### src/rtl/door_sensor_sequencer_if.sv
// door_sensor_sequencer_if: photocell inputs, counter flags and crossing pulses between door front end and sequencer
interface door_sensor_sequencer_if;
    logic sensor_a;
    logic sensor_b;
    logic full_flag;
    logic empty_flag;
    logic up;
    logic down;
    logic reject;
    logic fault;
    logic busy;
    modport master (
        output sensor_a, sensor_b, full_flag, empty_flag,
        input  up, down, reject, fault, busy
    );
    modport slave (
        input  sensor_a, sensor_b, full_flag, empty_flag,
        output up, down, reject, fault, busy
    );
endinterface

### src/rtl/door_sensor_sequencer.sv
// door_sensor_sequencer: debounces two door beams and turns A->B / B->A crossings into up/down/reject/fault pulses
module door_sensor_sequencer #(
    parameter int DEBOUNCE = 4,
    parameter int TIMEOUT  = 1000
) (
    input logic clk,
    input logic reset,
    door_sensor_sequencer_if.slave bus
);
    localparam int DW = $clog2(DEBOUNCE + 1);
    localparam int TW = $clog2(TIMEOUT + 1);
    typedef enum logic [2:0] {IDLE, IN1, IN2, IN3, OUT1, OUT2, OUT3, CLEAR} state_t;
    state_t state, nxt;
    logic [1:0] sync_a, sync_b, ab;
    logic a_st, b_st;
    logic [DW-1:0] cnt_a, cnt_b;
    logic [TW-1:0] tmr;
    logic expire, done_in, done_out, up_d, down_d, reject_d, fault_d;
    always_ff @(posedge clk) begin
        if (reset) begin
            sync_a <= '0;
            sync_b <= '0;
            a_st <= 1'b0;
            b_st <= 1'b0;
            cnt_a <= '0;
            cnt_b <= '0;
        end else begin
            sync_a <= {sync_a[0], bus.sensor_a};
            sync_b <= {sync_b[0], bus.sensor_b};
            cnt_a <= (sync_a[1] == a_st || cnt_a == DW'(DEBOUNCE - 1)) ? '0 : cnt_a + 1'b1;
            cnt_b <= (sync_b[1] == b_st || cnt_b == DW'(DEBOUNCE - 1)) ? '0 : cnt_b + 1'b1;
            a_st <= (sync_a[1] != a_st && cnt_a == DW'(DEBOUNCE - 1)) ? sync_a[1] : a_st;
            b_st <= (sync_b[1] != b_st && cnt_b == DW'(DEBOUNCE - 1)) ? sync_b[1] : b_st;
        end
    end
    assign ab = {a_st, b_st};
    assign expire = state != IDLE && state != CLEAR && tmr == TW'(TIMEOUT - 1);
    always_ff @(posedge clk) begin
        if (reset) begin
            state <= IDLE;
            tmr <= '0;
            bus.up <= 1'b0;
            bus.down <= 1'b0;
            bus.reject <= 1'b0;
            bus.fault <= 1'b0;
        end else begin
            state <= nxt;
            tmr <= (nxt == state && state != IDLE && state != CLEAR) ? tmr + 1'b1 : '0;
            bus.up <= up_d;
            bus.down <= down_d;
            bus.reject <= reject_d;
            bus.fault <= fault_d;
        end
    end
    assign bus.busy = state != IDLE;
    always_comb begin
        nxt = state;
        case (state)
            IDLE:  nxt = ab == 2'b10 ? IN1  : ab == 2'b01 ? OUT1 : ab == 2'b11 ? CLEAR : IDLE;
            IN1:   nxt = ab == 2'b11 ? IN2  : ab == 2'b00 ? IDLE : ab == 2'b01 ? CLEAR : IN1;
            IN2:   nxt = ab == 2'b01 ? IN3  : ab == 2'b10 ? IN1  : ab == 2'b00 ? CLEAR : IN2;
            IN3:   nxt = ab == 2'b00 ? IDLE : ab == 2'b11 ? IN2  : ab == 2'b10 ? CLEAR : IN3;
            OUT1:  nxt = ab == 2'b11 ? OUT2 : ab == 2'b00 ? IDLE : ab == 2'b10 ? CLEAR : OUT1;
            OUT2:  nxt = ab == 2'b10 ? OUT3 : ab == 2'b01 ? OUT1 : ab == 2'b00 ? CLEAR : OUT2;
            OUT3:  nxt = ab == 2'b00 ? IDLE : ab == 2'b11 ? OUT2 : ab == 2'b01 ? CLEAR : OUT3;
            CLEAR: nxt = ab == 2'b00 ? IDLE : CLEAR;
        endcase
        if (nxt == state && expire) nxt = CLEAR;
    end
    always_comb begin
        done_in = state == IN3 && nxt == IDLE;
        done_out = state == OUT3 && nxt == IDLE;
        up_d = done_in && !bus.full_flag;
        down_d = done_out && !bus.empty_flag;
        reject_d = (done_in && bus.full_flag) || (done_out && bus.empty_flag);
        fault_d = nxt == CLEAR && state != CLEAR;
    end
endmodule

### src/flat_wrapper.sv
// flat-port wrapper written by rule: the top's interface ports become plain ports
module door_sensor_sequencer_flat 
#(
    parameter int DEBOUNCE = 4,
    parameter int TIMEOUT  = 1000
)
  (clk, reset, bus_sensor_a, bus_sensor_b, bus_full_flag, bus_empty_flag, bus_up, bus_down, bus_reject, bus_fault, bus_busy);
  door_sensor_sequencer_if bus_i ();
  input logic clk;
  input logic reset;
  input wire logic [$bits(bus_i.sensor_a)-1:0] bus_sensor_a;
  input wire logic [$bits(bus_i.sensor_b)-1:0] bus_sensor_b;
  input wire logic [$bits(bus_i.full_flag)-1:0] bus_full_flag;
  input wire logic [$bits(bus_i.empty_flag)-1:0] bus_empty_flag;
  output wire logic [$bits(bus_i.up)-1:0] bus_up;
  output wire logic [$bits(bus_i.down)-1:0] bus_down;
  output wire logic [$bits(bus_i.reject)-1:0] bus_reject;
  output wire logic [$bits(bus_i.fault)-1:0] bus_fault;
  output wire logic [$bits(bus_i.busy)-1:0] bus_busy;
  assign bus_i.sensor_a = bus_sensor_a;
  assign bus_i.sensor_b = bus_sensor_b;
  assign bus_i.full_flag = bus_full_flag;
  assign bus_i.empty_flag = bus_empty_flag;
  assign bus_up = bus_i.up;
  assign bus_down = bus_i.down;
  assign bus_reject = bus_i.reject;
  assign bus_fault = bus_i.fault;
  assign bus_busy = bus_i.busy;
  door_sensor_sequencer #(.DEBOUNCE(DEBOUNCE), .TIMEOUT(TIMEOUT)) u_core (.clk(clk), .reset(reset), .bus(bus_i));
endmodule
### config.mk
export PLATFORM = sky130hd
export DESIGN_NAME = door_sensor_sequencer_flat
export DESIGN_NICKNAME = d
export VERILOG_FILES = /design/src/rtl/door_sensor_sequencer_if.sv /design/src/rtl/door_sensor_sequencer.sv /design/src/flat_wrapper.sv
export SDC_FILE = /design/constraint.sdc
export NUM_CORES = 1
export LEC_CHECK = 0
export CAP_MARGIN = 20
export CORE_MARGIN = 10
export CORE_UTILIZATION = 62
export DETAILED_ROUTE_END_ITERATION = 6
export PLACE_DENSITY = 0.95
export SLEW_MARGIN = 20
export SYNTH_ARGS = -nofsm -noshare
export SYNTH_HDL_FRONTEND = slang
export SYNTH_SLANG_ARGS = --single-unit
export TNS_END_PERCENT = 100
### constraint.sdc
create_clock -name clk -period 4.4 [get_ports clk]
set_clock_uncertainty 0.2 [all_clocks]
set_input_delay 0.88 -clock clk [delete_from_list [all_inputs] [get_ports clk]]
set_output_delay 0.88 -clock clk [all_outputs]
set_load 0.01 [all_outputs]
==> metrics.txt, run 1 <==
via count=1268; RSZ-0062 raised after global routing=no; outcome=completed; Commonest cells post-synth=dfxtp_1 (29), nor2_1 (26), ha_1 (13), nand2_1 (10), nand3_1 (9); crit path capture type=primary output; H-Tree Depth=2; drt pass-1 iters=4; share of the synthesized area in the top cell type=37.00%; Reg area=roughly 580 sq um; Slew Viols, Final=0; Global Route Usage Sum=a little over an eighth; Final Cycle Share=between 70% and 80%; GR Layer Usage met1=12.61%; Ant. Diodes=0; most crowded layer after global routing=met2; Finished Layout Cells=~220; VDD IR max=0.3566 mV; Post-Syn Area=1569 sq um; cell count after synthesis=between 150 and 200; Hold Crit Start=u_core.cnt_b[0]$_SDFF_PP0_; WHS=between 0.2 and 0.25 ns; # nets final=approximately 200; worst r2r path cells=8; Core Footprint=2455 sq um; root buf cell=clkbuf_4; area delta synth->final=9.170%; Post-synth EDFFs=0; Reg-to-Reg Start=u_core.a_st$_SDFFE_PP0P_; Cells after DPL=about 210; post-synth cell types=50; Yosys top cell by area=dfxtp_1; hpwl dp=between 2 and 2.5 mm; share of cells above drive strength 1=7.568%; syn_nets=approximately 190; max cap viols=0; largest net degree at the start of global routing=24; final setup fails=0; CTS Hold Bufs=0; DR vias/cell=a little under 6; post-route minimum period=~3.1 ns; DP Area=1662 sq um; die width=roughly 70 um; area occupied by multi-input gates=roughly 910 sq um; Worst-Margin Slew=0.6775 ns; Clock Pin Slew Worst Setup and Hold Paths=~0.10 ns; Initial Util=63.91%; final hold vios=0; DIE HEIGHT=around 70 um; WHS Endpoint=u_core.cnt_b[0]$_SDFF_PP0_; Starting DRT DRC Count=130; reg2reg end=u_core.tmr[8]$_SDFF_PP0_; top_reg_cell synth=dfxtp_1; final setup TNS=0 ns; Synth Area per Inst=just over 9 sq um; Clock Path Buffers=2; Filler Cell Count=190; GRT overflow=0; top cells by area, synth=dfxtp_1 (37%), ha_1 (10%), nor2_1 (6.2%), xnor2_1 (3.3%), nand3_1 (2.9%); critical path launch point type=flop; relative slew slack=54.77%; Max Clock Freq=roughly 320 MHz; Setup Buffers After CTS=0; global routing met3 resource utilization=5.226%; antenna violations before repair=0; drt drc=0; drt wl/cell=approximately 15 um; reg2reg setup slack=1.71 ns; total power divided by cell area=between 300 and 400 nW/um^2; maximum fanout along the worst path=23; asr flop ratio synth=0%; drt total wl=between 3 and 4 mm; Hold Crit Depth=1; I/O Pins=11; fin area=1713 sq um; CP Class=reg -> out; TritonCTS clock tree=yes; post_cts resized=0; clock sink total=29; GP Congestion=between 0.8 and 0.9; port bufs=10; clk_lat worst skew=between 0.3 and 0.4 ns; vias in the first global route=between 1000 and 1500; Worst EP arrival=~2 ns; CTS buffer count=5; LEAKAGE=approximately 0.65 nW; die area=slightly below 5000 sq um; slack of the critical path=between 1 and 1.5 ns; HP Class=reg -> reg; CP required=3.32 ns; Final ANT Viol Nets=0; sequential fraction of the synthesis area=about 37%; GRT met2 Usage=22.95%; warning count from the yosys run=0; pre-CTS setup slack=~1.7 ns; Std-Cell Rows=18; #FFs+latches synth=29; first-pass GRT wire length=roughly 5.3 mm; count leader, synth=dfxtp_1
==> area by class of cell <==
class | count | area share, %
Multi-Input combinational cell | 129 | 53.10
Clock buffer | 6 | 2.411
Tap cell | 30 | 2.191
Inverter | 9 | 1.972
Timing Repair Buffer | 10 | 5.844
Sequential cell | 29 | 33.89
Clock inverter | 2 | 0.5844
==> critical path, stage by stage (launching register included) <==
cell	delay, ns
dfxtp_1	0.77
nor2_1	0.20
nand2_1	0.17
clkdlybuf4s50_1	0.55
==> state kept, by name, indices dropped and copies added (netlist names) <==
| register | count |
|---|---|
| u_core.cnt_b | 3 |
| u_core.bus.up | 1 |
| u_core.a_st | 1 |
| u_core.sync_a | 2 |
| u_core.cnt_a | 3 |
| u_core.bus.fault | 1 |
| u_core.state | 3 |
| u_core.tmr | 10 |
| u_core.b_st | 1 |
| u_core.bus.reject | 1 |
| u_core.bus.down | 1 |
| u_core.sync_b | 2 |
==> through the flow <==
stage          power [mW]  utilization [%]
2_1_floorplan      0.4778                -
3_3_place_gp       0.5063            67.69
3_5_place_dp       0.5198            67.69
4_1_cts            0.6714            69.78
5_1_grt            0.7139            69.78
6_report           0.6713            69.78
==> power breakdown <==
| group | total (mW) | switching [mW] | internal [mW] |
|---|---|---|---|
| Clock | 0.153 | 0.0920 | 0.0607 |
| Sequential | 0.320 | 0.0431 | 0.277 |
| Combinational | 0.198 | 0.111 | 0.0872 |
==> placed cells by master, fill, tap and decap left out, types with 2 or more instances in the layout <==
master,count
a211oi_1,3
a21oi_1,2
and2b_1,2
and3_1,2
clkbuf_4,5
clkdlybuf4s50_1,10
clkinv_2,2
dfxtp_1,29
ha_1,13
inv_1,8
mux2i_1,3
nand2_1,10
nand3_1,9
nor2_1,26
nor2b_1,5
nor4_1,3
nor4bb_1,2
o21ai_0,7
or2b_1,2
or3_1,2
or4b_1,2
xnor2_1,6
xor2_1,4
==> logic make-up (layout without fill, tap and decap cells) <==
logic type | Yosys count | in the layout | synth area share [%]
xor gates and xnor gates | 10 | 10 | 5.582
AOI/OAI and AO/OA | 26 | 26 | 11.96
and+or+nand+nor | 76 | 76 | 27.51
buffers and inverters | 15 | 27 | 5.024
DFF | 29 | 29 | 37.00
muxes | 3 | 3 | 1.914
adders and majority gates | 14 | 14 | 11.01
==> worst max path at each step <==
stage                                          end                  startpoint  cells after the start
after CTS                                 bus_busy  u_core.state[1]$_SDFF_PP0_                      3
after global placement                    bus_busy  u_core.state[1]$_SDFF_PP0_                      3
after global routing                      bus_busy  u_core.state[1]$_SDFF_PP0_                      3
after floorplan           u_core.tmr[3]$_SDFF_PP0_    u_core.b_st$_SDFFE_PP0P_                      8
after detailed placement  u_core.tmr[8]$_SDFF_PP0_                       reset                      4
final                                     bus_busy  u_core.state[1]$_SDFF_PP0_                      3
==> routing by layer <==
metal | vias up | share of wire (%)
met2 | 34 | 51
met4 | 0 | 3.5
met3 | 10 | 5.1
li1 | 630 | -
met5 | - | 0
met1 | 594 | 41
(Power assumes the default switching activity.)
==> run 2, diff against run 1 <==
--- a/config.mk
+++ b/config.mk
@@ -7,9 +7,9 @@
 export LEC_CHECK = 0
 export CAP_MARGIN = 20
 export CORE_MARGIN = 10
-export CORE_UTILIZATION = 62
+export CORE_UTILIZATION = 52
 export DETAILED_ROUTE_END_ITERATION = 6
-export PLACE_DENSITY = 0.95
+export PLACE_DENSITY = 0.87
 export SLEW_MARGIN = 20
 export SYNTH_ARGS = -nofsm -noshare
 export SYNTH_HDL_FRONTEND = slang
==> constraint.sdc (replaced) <==
create_clock -name clk -period 2.6 [get_ports clk]
set_clock_uncertainty 0.2 [all_clocks]
set_input_delay 0.52 -clock clk [delete_from_list [all_inputs] [get_ports clk]]
set_output_delay 0.52 -clock clk [all_outputs]
set_load 0.01 [all_outputs]
==> run 2 against run 1 <==
Combinational power rose by 85%. Clock-buffer cell count rose by 1. Sequential power grew 68%. Critical path type is now reg -> reg.
==> metrics.txt, run 2 (synthesis gave the netlist of run 1 again) <==
CP Class=reg -> reg; most frequent cells in the layout=nor2_1 (26), dfxtp_1 (25), ha_1 (13); Global Route Usage Sum=approximately 12%; Filler Cell Count=between 200 and 250; Clock Pin Slew Worst Setup and Hold Paths=0.10 ns; clock sink total=29; outcome=completed; area delta synth->final=14.27%; CTS Hold Bufs=0; Reg-to-Reg Start=u_core.b_st$_SDFFE_PP0P_; drt total wl=~3.1 mm; final hold vios=0; Starting DRT DRC Count=about 170; Final ANT Viol Nets=0; share of cells above drive strength 1=between 10% and 20%; slowest CP cell=or4b_1; Largest register FFs=10; Power Total=approximately 1.2 mW; HP Class=reg -> reg; Worst EP arrival=2.44 ns; crit path capture type=flop; via count=between 1000 and 1500; reg2reg setup slack=around 0.15 ns; drt drc=0; WHS Endpoint=u_core.cnt_b[0]$_SDFF_PP0_; CTS buffer count=5; Core Footprint=~2800 sq um; die width=around 75 um; port bufs=10; # nets final=209; critical path launch point type=flop; reg2reg end=u_core.state[0]$_SDFF_PP0_; Initial Util=55.46%; most common cell after layout, fill and taps aside=nor2_1; Final Cycle Share=a little over nine tenths; drt pass-1 iters=4; Worst-Margin Slew=0.3943 ns; Hold Crit Start=u_core.cnt_b[0]$_SDFF_PP0_; Clock Path Buffers=2; I/O Pins=11; slowest stage delay, CP=approximately 0.49 ns; relative slew slack=~74%; cell family with most CP delay=compound AO/OA/AOI/OAI gates; GP Congestion=~0.9; DIE HEIGHT=between 70 and 80 um; Slew Viols, Final=0; largest net degree at the start of global routing=21; clk_lat worst skew=0.33 ns; DP Area=approximately 1700 sq um; Biggest register=u_core.tmr; final setup fails=0; LEAKAGE=0.6919 nW; total power divided by cell area=between 600 and 700 nW/um^2; vias in the first global route=approximately 1200; Max Clock Freq=slightly above 400 MHz; RSZ-0062 raised after global routing=no; root buf cell=clkbuf_4; die area=5615 sq um; Hold Crit Depth=1; TritonCTS clock tree=yes; first-pass GRT wire length=5.292 mm; maximum fanout along the worst path=6; CP required=about 2.6 ns; worst r2r path cells=7; hpwl dp=2.411 mm; final setup TNS=0 ns; H-Tree Depth=2; CP cell instances=inv_1 > ha_1 > or4b_1 > o2111ai_1 > a31oi_2 > o211ai_1 > o21ai_0; count of buffer and inverter cells on the critical path=1; max cap viols=0; post-route minimum period=2.449 ns; drt wl/cell=14.12 um; VDD IR max=0.3933 mV; GRT overflow=0; Ant. Diodes=0; DR vias/cell=~5.8; antenna violations before repair=0; fin area=around 1800 sq um; Std-Cell Rows=19
## run 2: changes by cell type in the layout (fill, tap and decap cells not counted), sizes merged
cell and delta:
clkbuf +1, clkinv -1, buf +6
## run 2: how the worst max path moves through the flow
stage	depth (start not counted)	startpoint	endpoint
floorplan	8	u_core.b_st$_SDFFE_PP0P_	u_core.tmr[3]$_SDFF_PP0_
global route	7	u_core.b_st$_SDFFE_PP0P_	u_core.state[0]$_SDFF_PP0_
detailed placement	8	u_core.b_st$_SDFFE_PP0P_	u_core.bus.fault$_SDFF_PP0_
global placement	8	u_core.b_st$_SDFFE_PP0P_	u_core.bus.fault$_SDFF_PP0_
finish	7	u_core.b_st$_SDFFE_PP0P_	u_core.state[0]$_SDFF_PP0_
CTS	3	u_core.state[0]$_SDFF_PP0_	bus_busy
## run 2: layout make-up
class / count / area (sq um) / area share [%]
clock inverters: 1 / 5.005 / 0.2791
flip-flops and latches: 29 / 585.6 / 32.66
repair buffers: 16 / 145.1 / 8.095
multi-input cells: 129 / 919.6 / 51.29
well taps: 31 / 38.79 / 2.163
clock buffers: 7 / 65.06 / 3.629
inverters: 9 / 33.78 / 1.884
## run 2: per-stage QoR
step | setup slack, ns | util, % | hold slack [ns] | cells
floorplan | 0.2765 | - | 0.1990 | 173
global placement | 0.1380 | 60.37 | 0.2070 | 214
detailed placement | 0.06999 | 60.37 | 0.2147 | 214
CTS | 0.02228 | 62.89 | 0.2274 | 222
global route | 0.005218 | 63.38 | 0.2479 | 222
finish | 0.1507 | 63.38 | 0.2222 | 222
## run 2: what timing repair did
item                                    CTS  global route
buffers inserted                          0             0
gates cloned                              0             0
pin swaps                                 0             3
resized for setup                         1             5
endpoints found under the setup margin    1            15
## run 2: power breakdown
| group | internal (mW) | switching [mW] |
|---|---|---|
| clock network | 0.157 | 0.157 |
| registers | 0.473 | 0.0644 |
| logic | 0.163 | 0.204 |
| total | 0.793 | 0.425 |
## run 2: per-layer routing
layer,routed length [um],global-route usage [%],vias up
met4,78,6.513,0
li1,-,-,643
met2,1459,19.05,37
met1,1417,14.26,602
met3,180,3.942,10
met5,0,0,-
